--- src/rtl/pcie_msg_pkg.sv ---
// pcie_msg_pkg: shared fragment-header layout, FragType codes and AXI constants
// for the PCIe message fragmenter and receiver.
package pcie_msg_pkg;

   localparam logic [1:0] FT_M  = 2'b00;
   localparam logic [1:0] FT_L  = 2'b01;
   localparam logic [1:0] FT_S  = 2'b10;
   localparam logic [1:0] FT_SG = 2'b11;

   localparam int HDR_FT_LSB  = 126;
   localparam int HDR_SN_LSB  = 124;
   localparam int HDR_TAG_LSB = 120;

   localparam logic [2:0] AXI_SIZE_32B   = 3'b101;
   localparam logic [1:0] AXI_BURST_INCR = 2'b01;
   localparam logic [1:0] AXI_RESP_OKAY  = 2'b00;

   localparam logic [3:0] TAG_ILLEGAL = 4'hF;

   typedef enum logic [2:0] {
      ST_IDLE,
      ST_AW,
      ST_W_HDR,
      ST_W_PL,
      ST_B,
      ST_DONE,
      ST_DRAIN
   } frag_state_t;

   function automatic logic [127:0] make_hdr(input logic [1:0] ft, input logic [1:0] sn,
                                             input logic [3:0] tag, input logic [119:0] tlp);
      logic [127:0] h;
      h = '0;
      h[HDR_FT_LSB +: 2]  = ft;
      h[HDR_SN_LSB +: 2]  = sn;
      h[HDR_TAG_LSB +: 4] = tag;
      h[119:0]            = tlp;
      return h;
   endfunction

endpackage

--- src/rtl/pcie_frag_hdr_gen.sv ---
// pcie_frag_hdr_gen: builds the 128-bit fragment header and the burst awlen
// for fragment k of nfrag, given the message beats still to send.
module pcie_frag_hdr_gen
   import pcie_msg_pkg::*;
#(
   parameter int MAX_PL_BEATS = 15
) (
   input  logic [7:0]   k,
   input  logic [7:0]   nfrag,
   input  logic [7:0]   rem,
   input  logic [3:0]   tag,
   input  logic [119:0] tlp,
   output logic [127:0] hdr,
   output logic [11:0]  awlen
);

   localparam logic [7:0] MAX_B = 8'(MAX_PL_BEATS);

   logic [1:0] ft;

   always_comb begin
      ft    = nfrag == 8'd1 ? FT_SG :
              k == 8'd0 ? FT_S :
              k == nfrag - 8'd1 ? FT_L : FT_M;
      hdr   = make_hdr(ft, k[1:0], tag, tlp);
      awlen = {4'd0, rem > MAX_B ? MAX_B : rem};
   end

endmodule

--- src/rtl/pcie_msg_fragmenter.sv ---
// pcie_msg_fragmenter: splits one message into header-prefixed AXI write bursts,
// one burst outstanding at a time; illegal tags drain the payload without AXI traffic.
module pcie_msg_fragmenter
   import pcie_msg_pkg::*;
#(
   parameter int MAX_PL_BEATS = 15
) (
   input  logic         clk,
   input  logic         rst,
   input  logic         cmd_valid,
   output logic         cmd_ready,
   input  logic [119:0] cmd_tlp,
   input  logic [3:0]   cmd_tag,
   input  logic [7:0]   cmd_len,
   input  logic [63:0]  cmd_addr,
   input  logic         pl_valid,
   input  logic [255:0] pl_data,
   output logic         pl_ready,
   output logic         axi_awvalid,
   input  logic         axi_awready,
   output logic [63:0]  axi_awaddr,
   output logic [11:0]  axi_awlen,
   output logic [2:0]   axi_awsize,
   output logic [1:0]   axi_awburst,
   output logic         axi_wvalid,
   input  logic         axi_wready,
   output logic [255:0] axi_wdata,
   output logic [31:0]  axi_wstrb,
   output logic         axi_wlast,
   input  logic         axi_bvalid,
   input  logic [1:0]   axi_bresp,
   output logic         axi_bready,
   output logic         msg_done,
   output logic         msg_err
);

   frag_state_t state, state_n;
   logic         run;
   logic [119:0] tlp;
   logic [3:0]   tag;
   logic [63:0]  addr;
   logic [7:0]   rem, left, k, nfrag;
   logic         err;
   logic [127:0] hdr;
   logic [11:0]  frag_awlen;
   logic [8:0]   len_sum;
   logic [7:0]   nfrag_q, nfrag_cmd;
   logic         accept, pl_fire;

   assign len_sum   = {1'b0, cmd_len} + 9'(MAX_PL_BEATS - 1);
   assign nfrag_q   = 8'(len_sum / 9'(MAX_PL_BEATS));
   assign nfrag_cmd = nfrag_q == 8'd0 ? 8'd1 : nfrag_q;
   assign accept    = cmd_ready && cmd_valid;
   assign pl_fire   = pl_valid && pl_ready;

   pcie_frag_hdr_gen #(.MAX_PL_BEATS(MAX_PL_BEATS)) u_hdr (
      .k     (k),
      .nfrag (nfrag),
      .rem   (rem),
      .tag   (tag),
      .tlp   (tlp),
      .hdr   (hdr),
      .awlen (frag_awlen)
   );

   assign axi_awaddr  = addr;
   assign axi_awlen   = frag_awlen;
   assign axi_awsize  = AXI_SIZE_32B;
   assign axi_awburst = AXI_BURST_INCR;
   assign axi_wstrb   = {32{axi_wvalid}};
   assign msg_err     = msg_done && err;

   always_comb begin
      state_n     = state;
      cmd_ready   = 1'b0;
      pl_ready    = 1'b0;
      axi_awvalid = 1'b0;
      axi_wvalid  = 1'b0;
      axi_wdata   = '0;
      axi_wlast   = 1'b0;
      axi_bready  = 1'b0;
      msg_done    = 1'b0;
      case (state)
         ST_IDLE: begin
            cmd_ready = run;
            if (run && cmd_valid) state_n = cmd_tag == TAG_ILLEGAL ? ST_DRAIN : ST_AW;
         end
         ST_AW: begin
            axi_awvalid = 1'b1;
            if (axi_awready) state_n = ST_W_HDR;
         end
         ST_W_HDR: begin
            axi_wvalid = 1'b1;
            axi_wdata  = {128'd0, hdr};
            axi_wlast  = frag_awlen == 12'd0;
            if (axi_wready) state_n = frag_awlen == 12'd0 ? ST_B : ST_W_PL;
         end
         // payload is a straight combinational pass-through
         ST_W_PL: begin
            axi_wvalid = pl_valid;
            pl_ready   = axi_wready;
            axi_wdata  = pl_data;
            axi_wlast  = pl_valid && left == 8'd1;
            if (pl_fire && left == 8'd1) state_n = ST_B;
         end
         ST_B: begin
            axi_bready = 1'b1;
            if (axi_bvalid) state_n = k == nfrag - 8'd1 ? ST_DONE : ST_AW;
         end
         ST_DONE: begin
            msg_done = 1'b1;
            state_n  = ST_IDLE;
         end
         ST_DRAIN: begin
            pl_ready = rem != 8'd0;
            if (rem == 8'd0) state_n = ST_DONE;
         end
         default: state_n = ST_IDLE;
      endcase
   end

   always_ff @(posedge clk or posedge rst) begin
      if (rst) begin
         state <= ST_IDLE;
         run   <= 1'b0;
         tlp   <= '0;
         tag   <= '0;
         addr  <= '0;
         rem   <= '0;
         left  <= '0;
         k     <= '0;
         nfrag <= '0;
         err   <= 1'b0;
      end else begin
         state <= state_n;
         run   <= 1'b1;
         if (accept) begin
            tlp   <= cmd_tlp;
            tag   <= cmd_tag;
            addr  <= cmd_addr;
            rem   <= cmd_len;
            k     <= 8'd0;
            nfrag <= nfrag_cmd;
            err   <= cmd_tag == TAG_ILLEGAL;
         end
         if (state == ST_W_HDR && axi_wready) left <= frag_awlen[7:0];
         if (pl_fire) begin
            rem  <= rem - 8'd1;
            left <= left - 8'd1;
         end
         if (state == ST_B && axi_bvalid) begin
            err <= err | (axi_bresp != AXI_RESP_OKAY);
            k   <= k + 8'd1;
         end
      end
   end

endmodule

--- config.mk ---
export PLATFORM = sky130hd
export DESIGN_NAME = pcie_msg_fragmenter
export DESIGN_NICKNAME = d
export VERILOG_FILES = /design/src/rtl/pcie_msg_pkg.sv /design/src/rtl/pcie_frag_hdr_gen.sv /design/src/rtl/pcie_msg_fragmenter.sv
export SDC_FILE = /design/constraint.sdc
export NUM_CORES = 1
export LEC_CHECK = 0
export ABC_AREA = 1
export BUFFER_PORTS_ARGS = -buffer_cell sky130_fd_sc_hd__buf_2
export CORE_AREA = 5 5 319 321
export CTS_BUF_LIST = sky130_fd_sc_hd__clkbuf_8
export DETAILED_ROUTE_END_ITERATION = 7
export DIE_AREA = 0 0 324 326
export PLACE_DENSITY = 0.35
export SYNTH_ARGS = -nofsm -noshare
export SYNTH_HDL_FRONTEND = slang
export SYNTH_SLANG_ARGS = --single-unit
export TNS_END_PERCENT = 100
--- constraint.sdc ---
create_clock -name clk -period 8 [get_ports clk]
set_clock_uncertainty 0.2 [all_clocks]
set_input_delay 1.6 -clock clk [delete_from_list [all_inputs] [get_ports clk]]
set_output_delay 1.6 -clock clk [all_outputs]
set_load 0.02 [all_outputs]
# ---- Word level (Yosys, flattened, before mapping)
# Cells that the tools add are included.
# W data, S select, Z words.
dict set report totals {
  in_bits 461
  ff_bits 225
  rom_bits 0
  memories 0
  word_cells 84
  latch_bits 0
  ram_bits 0
  output_inout_bits 377
}
dict set report classes {
  add_sub_neg 5
  eq_ne 16
  n_div 1
  n_mul 0
  bitwise_logic 1
  n_reduce_logical 19
  mux 31
  shift 0
  n_lt_le_gt_ge 1
}
# cell n
set ops {}
lappend ops {{$pmux W256 S2} 1}
lappend ops {{$mux W8} 8}
lappend ops {{$mux W3} 9}
lappend ops {{$logic_not A8 Y1} 3}
lappend ops {{$sub A8 B1 Y8 const B} 3}
lappend ops {{$pmux W3 S6} 1}
lappend ops {{$eq A8 B1 Y1 const B} 2}
lappend ops {{$logic_not A12 Y1} 1}
lappend ops {{$ne A2 B2 Y1 const B} 6}
lappend ops {{$add A8 B4 Y9 const B} 1}
lappend ops {{$div A9 B4 Y9 const B} 1}
lappend ops {{$eq A3 B3 Y1 const B} 3}
lappend ops {{$add A8 B1 Y8 const B} 1}
lappend ops {{$eq A8 B8 Y1} 1}
lappend ops {{$gt A8 B4 Y1 const B} 1}
lappend ops {{$logic_and A1 B1 Y1} 8}
lappend ops {{$reduce_bool A2 Y1} 4}
lappend ops {{$reduce_bool A8 Y1} 1}
lappend ops {{$mux W1} 7}
lappend ops {{$eq A3 B2 Y1 const B} 2}
lappend ops {{$pmux W1 S2} 3}
lappend ops {{$reduce_and A6 Y1} 1}
lappend ops {{$eq A4 B4 Y1 const B} 1}
lappend ops {{$mux W2} 2}
lappend ops {{3 further kinds} 3}

# ---- Logic depth before layout (Yosys ltp)
# Gate-level depths: netlist of run 1.
dict set report depth {
  ltp_word 6
  depth_mapped 27
  ltp_nobuf 27
}

# ---- Hierarchy
# A second synthesis of run 1 with hierarchy kept.
dict set report unflattened {
  cells_unflattened 1908
  area_unflattened_um2 13827.0
}
# mod n_inst area_each_um2 seq_area_each_um2 cells_per_inst
set by_module_without_submodules {}
lappend by_module_without_submodules {pcie_msg_fragmenter 1 12403.1 5580.4 1686}
lappend by_module_without_submodules {pcie_frag_hdr_gen 1 1423.9 0.0 222}

# ---- Worst setup path before layout of run 1
# OpenSTA, ideal clock, no wires.
dict set report synth_path {
  path_kind {input to output}
  start {in pl_valid}
  end {out axi_wstrb[0]}
  required_ns 6.200
  path_stages 3
  t_arrival_ns 2.589
  setup_slack_ns 3.611
  cell_sequence {nand2_1 -> nand2_1 -> buf_4}
}
dict set report synth_between {
  elab_chain_len 1
}
# item line_no
set synth_lines {}
lappend synth_lines {{start, declared} pcie_msg_fragmenter.sv:16} ;# input logic pl_valid,
lappend synth_lines {{$pmux W1 S2} pcie_msg_fragmenter.sv:83} ;# case (state)
lappend synth_lines {{end, declared} pcie_msg_fragmenter.sv:28} ;# output logic [31:0] axi_wstrb,
# No other way between the ends.

# ---- Final worst setup path of run 1
dict set report layout_path {
  start {reg state[2]}
  end {out axi_wdata[174]}
}
dict set report layout_between {
  elab_chain_len 2
  elab_cells_between_ends 3
}
# item line_no
set layout_lines {}
lappend layout_lines {{start, declared} pcie_msg_fragmenter.sv:37} ;# frag_state_t state, state_n;
lappend layout_lines {{start signal, assigned} pcie_msg_fragmenter.sv:135} ;# state <= state_n;
lappend layout_lines {{$eq A3 B2 Y1} pcie_msg_fragmenter.sv:83}
lappend layout_lines {{$pmux W256 S2 *} pcie_msg_fragmenter.sv:83}
lappend layout_lines {{end, declared} pcie_msg_fragmenter.sv:27} ;# output logic [255:0] axi_wdata,
# Mark *: on every way between the ends. The rest lies on a longest branch, timed or not.

==> run summary, run 1 <==
Wirelength per Cell -> 16.1 um
Layout cells sized above 1 -> 0.364
Multi-input logic area -> 5260 sq um
Worst-case clock buffer depth -> 3
# hold bufs at CTS -> 0
Worst Setup Start Kind -> register
TritonCTS Buffers -> 48
Core area -> 99000 sq um
Crit-path leading delay family -> buffers and inverters
Critical Path RT -> 6.20 ns
Row cnt -> 116
Leakage -> 10.8 nW
Vias in the first global route -> 13800
Root Buffer -> clkbuf_8
Final core occ -> 0.191
Total Routed Length -> 63300 um
Drt first pass iters -> 5
Postcts setup bufs -> 0
Area leader, netlist -> dfrtp_1
P&R area growth vs syn -> 49.3%
Unrepaired setup endpoints after global routing -> no
H-tree lvl count -> 2
Fmax -> 0.197 GHz
Path type of the worst min-delay path -> reg -> reg
Die X -> 324 um
Post-Synthesis Cells -> 1829
DR iter-0 viols -> 655
Post-synthesis sequential area ratio -> 0.440
Largest net degree at the start of global routing -> 170
Setup tns final -> 0 ns
Remaining antenna violation count -> 0
First-pass GRT wire length -> 90000 um
I/O Buffers -> 824
Dpl hpwl -> 50000 um
CP bufs+invs -> 4
Post-route insts no fill -> 3930
Global Route Usage Sum -> 0.112
Critical Path Stages -> 6
Cells along the critical path -> nor3_2, buf_12, inv_4, buf_4, nor2_1, buf_2
Cts repair resizes -> 0
WHS Path Cells -> 2
R2r setup slk -> 4.03 ns
Post-synthesis cell type count -> 51
Final Hold Vio Count -> 0
TritonCTS clock tree -> built
Area contributors post-synth -> dfrtp_1 44%, nand2_1 16%, o21ai_0 11%
Final hold slack -> 0.262 ns
Grt ovf -> 0
Sequential Area -> 5580 sq um
Number of vias per cell -> 3.54
YS warnings -> 0
DR DRC count -> 0
Endpoint class of the critical path -> output pin
GPL Wtd Cong -> 0.858
Worst reg2reg path depth -> 9
Setup Crit Path Kind -> reg -> out
Worst skew pair latency -> 0.62 ns
DR vias -> 13900
Fill cell count -> 11500
IO Pins -> 838
Final setup fails -> 0
Slew headroom -> 0.317
Pwr per Cell Area -> 337 nW/um^2
Critical path arrival -> 3.27 ns
Status -> complete, no violations
Slowest cell on crit path -> buf_12
Clock sink count -> 223
Final worst path period share -> 0.634
CTS clock-pin slew for the worst setup and hold paths -> 0.06 ns
Mapped Area -> 12700 sq um
VDD IR-drop max -> 110 uV
Worst-Margin Slew -> 1.02 ns
Max FO, Critical Path -> 128
Maxcap violations -> 0
Placed insts -> 3837
Synthesized flop and latch total -> 223
Post-route cell area -> 18900 sq um
Nets -> 3060
Tmin final -> 5.07 ns
Final Slew Violations -> 0
Max stage delay on crit path -> 0.47 ns
Synth top area share -> 0.440
Placed Area -> 17900 sq um
Initial Util -> 0.128
Initial antenna violation count -> 13
Die area -> 106000 sq um
Post-Syn Area per Cell -> 6.94 sq um
Chip Height -> 326 um
==> cells by family (layout without fill, tap and decap cells) <==
kind of cell	Yosys count	after routing	share of synthesized area
buf+inv	461	1243	0.150
other cells	2	23	0.000592
fa+ha+maj	10	10	0.00986
mux	4	4	0.00325
flops	223	223	0.440
simple gates	792	792	0.251
xor+xnor	12	12	0.00828
compound gates	325	325	0.137
==> cells in the final DEF, fill, tap and decap left out, types with 12 or more instances in the layout <==
cell type,netlist,routed
a21oi_1,12,12
buf_2,1,824
o21ai_0,276,276
inv_1,315,327
nand2_2,16,16
clkbuf_8,0,60
nand2_1,537,537
nor2_1,175,174
nand3_1,24,24
conb_1,2,14
dfrtp_1,223,223
==> worst min-delay path, delay by kind of cell, from the launching register on <==
family / cells / cell delay, ns
flops: 1 / 0.34
simple gates: 2 / 0.09
==> layer usage <==
metal / vias up / GRT usage / wire, um
met5: - / 0 / 63
met4: 8 / 0.0280 / 1110
met3: 71 / 0.0288 / 4700
met2: 543 / 0.193 / 30500
met1: 6260 / 0.140 / 27000
li1: 7040 / - / -
==> through the flow <==
| stage | power (mW) | worst slack, ns |
|---|---|---|
| finish | 6.38 | 2.93 |
| global route | 6.92 | 2.56 |
| CTS | 6.55 | 2.69 |
| detailed placement | 5.19 | 3.43 |
| global placement | 5.20 | 3.43 |
| floorplan | 3.96 | 0.0939 |
==> state kept, by name, indices dropped and copies added, names as in the netlist <==
| signal | flops |
|---|---|
| tlp | 120 |
| axi_awaddr | 64 |
| k | 8 |
| left | 8 |
| rem | 8 |
| nfrag | 6 |
| tag | 4 |
| state | 3 |
| err | 1 |
| run | 1 |
==> layout make-up <==
cell class / count / area share
Inverter: 327 / 0.0656
Clock buffer: 60 / 0.0436
Antenna cell: 9 / 0.00119
Multi-Input combinational cell: 1157 / 0.278
Tap cell: 1298 / 0.0857
Sequential cell: 223 / 0.295
Clock inverter: 24 / 0.00819
Timing Repair Buffer: 832 / 0.223
==> synth_stat cells, drive strengths merged <==
master	count
nand2	556
inv	326
o21ai	280
dfrtp	223
nor2	185
clkbuf	84
buf	50
nand3	25
a21oi	15
nor3	11
ha	10
xor2	9
o211ai	8
nand4	7
nor4	4
o221ai	4
mux2i	3
o2111ai	3
xnor2	3
a211oi	2
a22oi	2
a31oi	2
conb	2
o21bai	2
o32ai	2
or2	2
a221oi	1
a22o	1
a311oi	1
and2	1
clkinv	1
mux2	1
nor4b	1
o22ai	1
o31ai	1
==> path summary, 6_finish.rpt <==
path,from,end
worst max-delay path,state[2],axi_wdata[174]
worst max register to register,state[2],rem[3]
worst min-delay path,axi_awaddr[58],axi_awaddr[58]
max in group asynchronous,rst,tlp[101]
min in group asynchronous,rst,tlp[113]
worst min register to register,axi_awaddr[58],axi_awaddr[58]
==> report_power, final <==
part           switching [mW]  internal (mW)  total [mW]
Clock                   0.577          0.709        1.29
Sequential              0.200           1.64        1.84
Combinational            2.30          0.948        3.25
Note: power is estimated with default switching activity, not from simulation.
==> inputs of run 2 (changes only) <==
Settings changed: CORE_AREA 5 5 319 321 to 5 5 322 324, DIE_AREA 0 0 324 326 to 0 0 327 329, PLACE_DENSITY 0.35 to 0.33.
Clock period 8 ns to 4.9 ns, I/O delays scaled along.
==> run 2 against run 1 <==
Against the previous run: die area increased by 1.9%; register-to-register slack lost 2.1 ns; sequential power increased by 64%; first-iteration DRC count rose by 11%; sequential share of layout area about the same; largest power group unchanged.
==> run summary, run 2 (synthesis gave the netlist of run 1 again) <==
Clock power frac -> 0.194
Placed Area -> 18000 sq um
Multi-input logic area -> 5260 sq um
Worst-Margin Slew -> 0.855 ns
Global Route Usage Sum -> 0.107
Maxcap violations -> 0
Row cnt -> 117
Final worst path period share -> 0.881
Post-route cell area -> 19000 sq um
Dpl hpwl -> 49500 um
Remaining antenna violation count -> 0
Initial Util -> 0.126
Final hold slack -> 0.262 ns
First-pass GRT wire length -> 88300 um
Clock sink count -> 223
Largest net degree at the start of global routing -> 181
CTS clock-pin slew for the worst setup and hold paths -> 0.05 ns
DR vias -> 13900
Seq pwr share -> 0.292
Critical Path RT -> 3.72 ns
Unrepaired setup endpoints after global routing -> no
Number of vias per cell -> 3.51
Worst Setup Start Kind -> register
Internal power -> 5.34 mW
Final Slew Violations -> 0
Status -> complete, no violations
Worst-case clock buffer depth -> 3
Drt first pass iters -> 5
Final Hold Vio Count -> 0
Pwr per Cell Area -> 544 nW/um^2
Die X -> 327 um
P&R area growth vs syn -> 49.5%
H-tree lvl count -> 2
R2r setup slk -> 1.94 ns
Commonest non-fill, non-tap cell in the layout -> buf_2
Sequential Area -> 5580 sq um
Final setup margin -> 0.581 ns
Cts repair resizes -> 0
Max FO, Critical Path -> 4
Commonest cells after routing, fill and taps aside -> 824 x buf_2, 537 x nand2_1, 329 x inv_1
Grt ovf -> 0
Setup Crit Path Kind -> reg -> out
Leakage -> 10.8 nW
Combinational Power Share -> 0.514
Chip Height -> 329 um
DR iter-0 viols -> 728
Initial antenna violation count -> 24
VDD IR-drop max -> 198 uV
Net switching power -> 4.99 mW
Wirelength per Cell -> 15.7 um
Place WS -> 0.964 ns
# hold bufs at CTS -> 0
Biggest register -> tlp
Worst skew pair latency -> 0.64 ns
Final setup fails -> 0
Tmin final -> 4.32 ns
Root Buffer -> clkbuf_8
I/O Buffers -> 824
Fmax -> 0.232 GHz
Total Routed Length -> 62100 um
Fill cell count -> 11700
Core area -> 101000 sq um
Largest register FFs -> 120
TritonCTS clock tree -> built
Die area -> 108000 sq um
Slew headroom -> 0.430
DR DRC count -> 0
Switching part of the total -> 0.483
IO Pins -> 838
Endpoint class of the critical path -> output pin
Postcts setup bufs -> 0
Nets -> 3071
GPL Wtd Cong -> 0.781
Setup tns final -> 0 ns
Path type of the worst min-delay path -> reg -> reg
Vias in the first global route -> 13900
Power consumption -> 10.3 mW
Critical path arrival -> 3.14 ns
Layout cells sized above 1 -> 0.365
TritonCTS Buffers -> 48
## run 2: worst max-delay path: stages (launching register included)
cell       delay (ns)
dfrtp_1          0.40
inv_1            0.12
ha_1             0.22
xnor2_1          0.15
xor2_1           0.16
nand4_1          0.11
nor4b_1          0.25
o2111ai_1        0.26
o21ai_0          0.49
a22o_1           0.19
buf_2            0.16
## run 2: power by group through the flow
stage               Combinational, mW  Clock [mW]  Sequential, mW
floorplan                        3.18           0            3.30
global placement                 5.50           0            3.04
detailed placement               5.44           0            3.04
CTS                              5.46        2.14            3.02
global route                     5.90        2.20            3.12
finish                           5.31        2.00            3.01
## run 2: stage by stage
step / instances / utilization
4_1_cts: 3939 / 0.188
5_1_grt: 3947 / 0.188
3_5_place_dp: 3859 / 0.179
3_3_place_gp: 3859 / 0.179
2_1_floorplan: 1841 / -
6_report: 3949 / 0.188
## run 2: metal layers
layer  up-vias  global-route usage  wire [um]
met5         -                   0         42
met4         6              0.0297       1160
met3        76              0.0319       5030
met2       566               0.188      30600
met1      6168               0.127      25200
li1       7044                   -          -
## run 2: final timing paths
| path | from | endpoint | cells past startpoint |
|---|---|---|---|
| min in group asynchronous | rst | tlp[104] | 3 |
| worst min register to register | axi_awaddr[54] | axi_awaddr[54] | 2 |
| worst min-delay path | axi_awaddr[54] | axi_awaddr[54] | 2 |
| worst max-delay path | nfrag[0] | axi_wdata[126] | 10 |
| worst max register to register | state[2] | rem[3] | 8 |
| max in group asynchronous | rst | tlp[85] | 3 |
## run 2: area by class of cell
class / count / area share
Antenna cell: 10 / 0.00132
Clock buffer: 56 / 0.0406
Clock inverter: 24 / 0.00765
Inverter: 327 / 0.0653
Multi-Input combinational cell: 1157 / 0.277
Sequential cell: 223 / 0.294
Tap cell: 1309 / 0.0863
Timing Repair Buffer: 843 / 0.227
==> inputs of run 3 (changes only) <==
Settings changed: ABC_AREA 1 to unset, CORE_AREA 5 5 322 324 to 5 5 319 321, DIE_AREA 0 0 327 329 to 0 0 324 326.
==> run 3 against run 2 <==
Against the previous run: flip-flop and latch count did not move; die area is 1.8% lower; non-clock buffer count up 8; final cell count decreased by 8.0%; final area down 0.75%; critical path type unchanged; largest power group unchanged; highest routed layer unchanged.
==> run summary, run 3 <==
Root Buffer -> clkbuf_8
Die X -> 324 um
I/O Buffers -> 824
Unrepaired setup endpoints after global routing -> no
Total Routed Length -> 77300 um
Worst reg2reg path depth -> 8
Critical path startpoint -> nfrag[2]
Chip Height -> 326 um
Endpoint class of the critical path -> output pin
Leakage -> 10.4 nW
First-pass GRT wire length -> 106000 um
DR DRC count -> 0
Core area -> 99000 sq um
Crit Reg-Reg Endpoint -> left[7]
# hold bufs at CTS -> 0
Number of vias per cell -> 3.80
Post-route cell area -> 18800 sq um
P&R area growth vs syn -> 51.8%
Largest register FFs -> 120
Postcts setup bufs -> 0
Setup Crit Path Kind -> reg -> out
DR iter-0 viols -> 704
IO Pins -> 838
Crit-path most repeated cell -> o21ai_0
Reg-to-reg startpoint -> state[0]
Synth top area share -> 0.450
Post-synth top flop -> dfrtp_1
Most common cell in the netlist -> nand2_1
Grt ovf -> 0
Critical path arrival -> 3.29 ns
Row cnt -> 116
Max stage delay on crit path -> 0.42 ns
Path type of the worst min-delay path -> in -> async
Power consumption -> 10.9 mW
Post-Syn Area per Cell -> 8.19 sq um
Max FO, Critical Path -> 6
Status -> complete, no violations
Tmin final -> 4.47 ns
Remaining antenna violation count -> 0
Critical Path End -> axi_wdata[126]
Worst Setup Start Kind -> register
Critical Path RT -> 3.72 ns
FFs w/ async S/R, synth -> 1.00
VDD IR-drop max -> 224 uV
Worst skew pair latency -> 0.65 ns
Cells along the critical path -> nor2_1, nor4b_2, xor2_1, a21o_1, o21ai_0, nand4b_1, o21ai_0, buf_4, a22o_1, buf_2
Biggest register -> tlp
Final setup fails -> 0
Area leader, netlist -> dfrtp_1
Dpl hpwl -> 62300 um
Worst-Margin Slew -> 0.894 ns
R2r setup slk -> 1.68 ns
H-tree lvl count -> 2
Setup tns final -> 0 ns
Nets -> 2751
YS warnings -> 0
Global Route Usage Sum -> 0.138
EDFF count, synth -> 0
Mapped Area -> 12400 sq um
Wirelength per Cell -> 21.3 um
Clock sink count -> 223
Final Slew Violations -> 0
Synthesized flop and latch total -> 223
Largest net degree at the start of global routing -> 142
DR vias -> 13800
Die area -> 106000 sq um
Top cells by count, synth -> 613 x nand2_1, 223 x dfrtp_1, 135 x and2_1
Final Hold Vio Count -> 0
Commonest cells after routing, fill and taps aside -> 824 x buf_2, 612 x nand2_1, 223 x dfrtp_1
Placed Area -> 17800 sq um
Slew headroom -> 0.404
Initial Util -> 0.125
Post-synthesis sequential area ratio -> 0.450
Pwr per Cell Area -> 580 nW/um^2
Drt first pass iters -> 5
Slowest cell on crit path -> dfrtp_1
Vias in the first global route -> 14000
Fmax -> 0.224 GHz
Final worst path period share -> 0.913
Layout cells sized above 1 -> 0.410
Post-Synthesis Cells -> 1516
Post-synthesis cell type count -> 72
Area contributors post-synth -> dfrtp_1 45%, nand2_1 19%, a22o_1 9.2%
TritonCTS Buffers -> 49
TritonCTS clock tree -> built
Worst-case clock buffer depth -> 3
Initial antenna violation count -> 55
Commonest non-fill, non-tap cell in the layout -> buf_2
Cts repair resizes -> 0
CTS clock-pin slew for the worst setup and hold paths -> 0.06 ns
Maxcap violations -> 0
GPL Wtd Cong -> 0.853
## run 3: metrics by stage
stage,setup slack (ns),utilization,std cells,hold WS (ns)
2_1_floorplan,0.549,-,1528,0.237
3_3_place_gp,0.390,0.180,3527,0.254
3_5_place_dp,0.497,0.180,3527,0.257
4_1_cts,0.0368,0.190,3616,0.134
5_1_grt,0.0666,0.190,3622,0.204
6_report,0.428,0.190,3633,0.232
## run 3: logic make-up (layout without fill, tap and decap cells)
kind of cell / after synthesis / in the layout / share of synthesized area
and+or+nand+nor: 851 / 851 / 0.300
AOI/OAI and AO/OA: 243 / 243 / 0.159
DFF: 223 / 223 / 0.450
buffers and inverters: 169 / 959 / 0.0668
xor gates and xnor gates: 13 / 13 / 0.00978
adders and majority gates: 11 / 11 / 0.0109
muxes: 4 / 4 / 0.00323
other: 2 / 31 / 0.000605
## run 3: cell type report
cell class,count,area (sq um)
repair buffers,851,4440
multi-input cells,1136,6070
clock inverters,26,134
well taps,1298,1620
diodes,17,42.5
clock buffers,63,867
inverters,19,75.1
fillers,11400,80100
flip-flops and latches,223,5580
## run 3: how the worst min path moves through the flow
stage / start / end / slack (ns) / depth (start not counted)
after global placement: axi_awaddr[61] / axi_awaddr[61] / 0.25 / 2
final: rst / tlp[4] / 0.23 / 2
after detailed placement: axi_awaddr[62] / axi_awaddr[62] / 0.26 / 2
after global routing: rst / tlp[4] / 0.20 / 2
after floorplan: left[5] / left[5] / 0.24 / 1
after CTS: rst / tlp[4] / 0.13 / 2
## run 3: critical path, delay by kind of cell (launching register included)
kind,cells,cell delay [ns]
DFF,1,0.42
AOI/OAI and AO/OA,4,0.65
xor gates and xnor gates,1,0.18
buffers and inverters,2,0.39
and+or+nand+nor,3,1.00
## run 3: power by group
part | internal (mW) | switching (mW)
registers | 2.66 | 0.616
logic | 1.86 | 3.65
clock network | 1.16 | 0.985
## run 3: routing by layer
layer  track usage  part of all wire
met3        0.0360             0.070
met1         0.157              0.39
met4        0.0410             0.030
met2         0.253              0.51
met5             0           0.00076
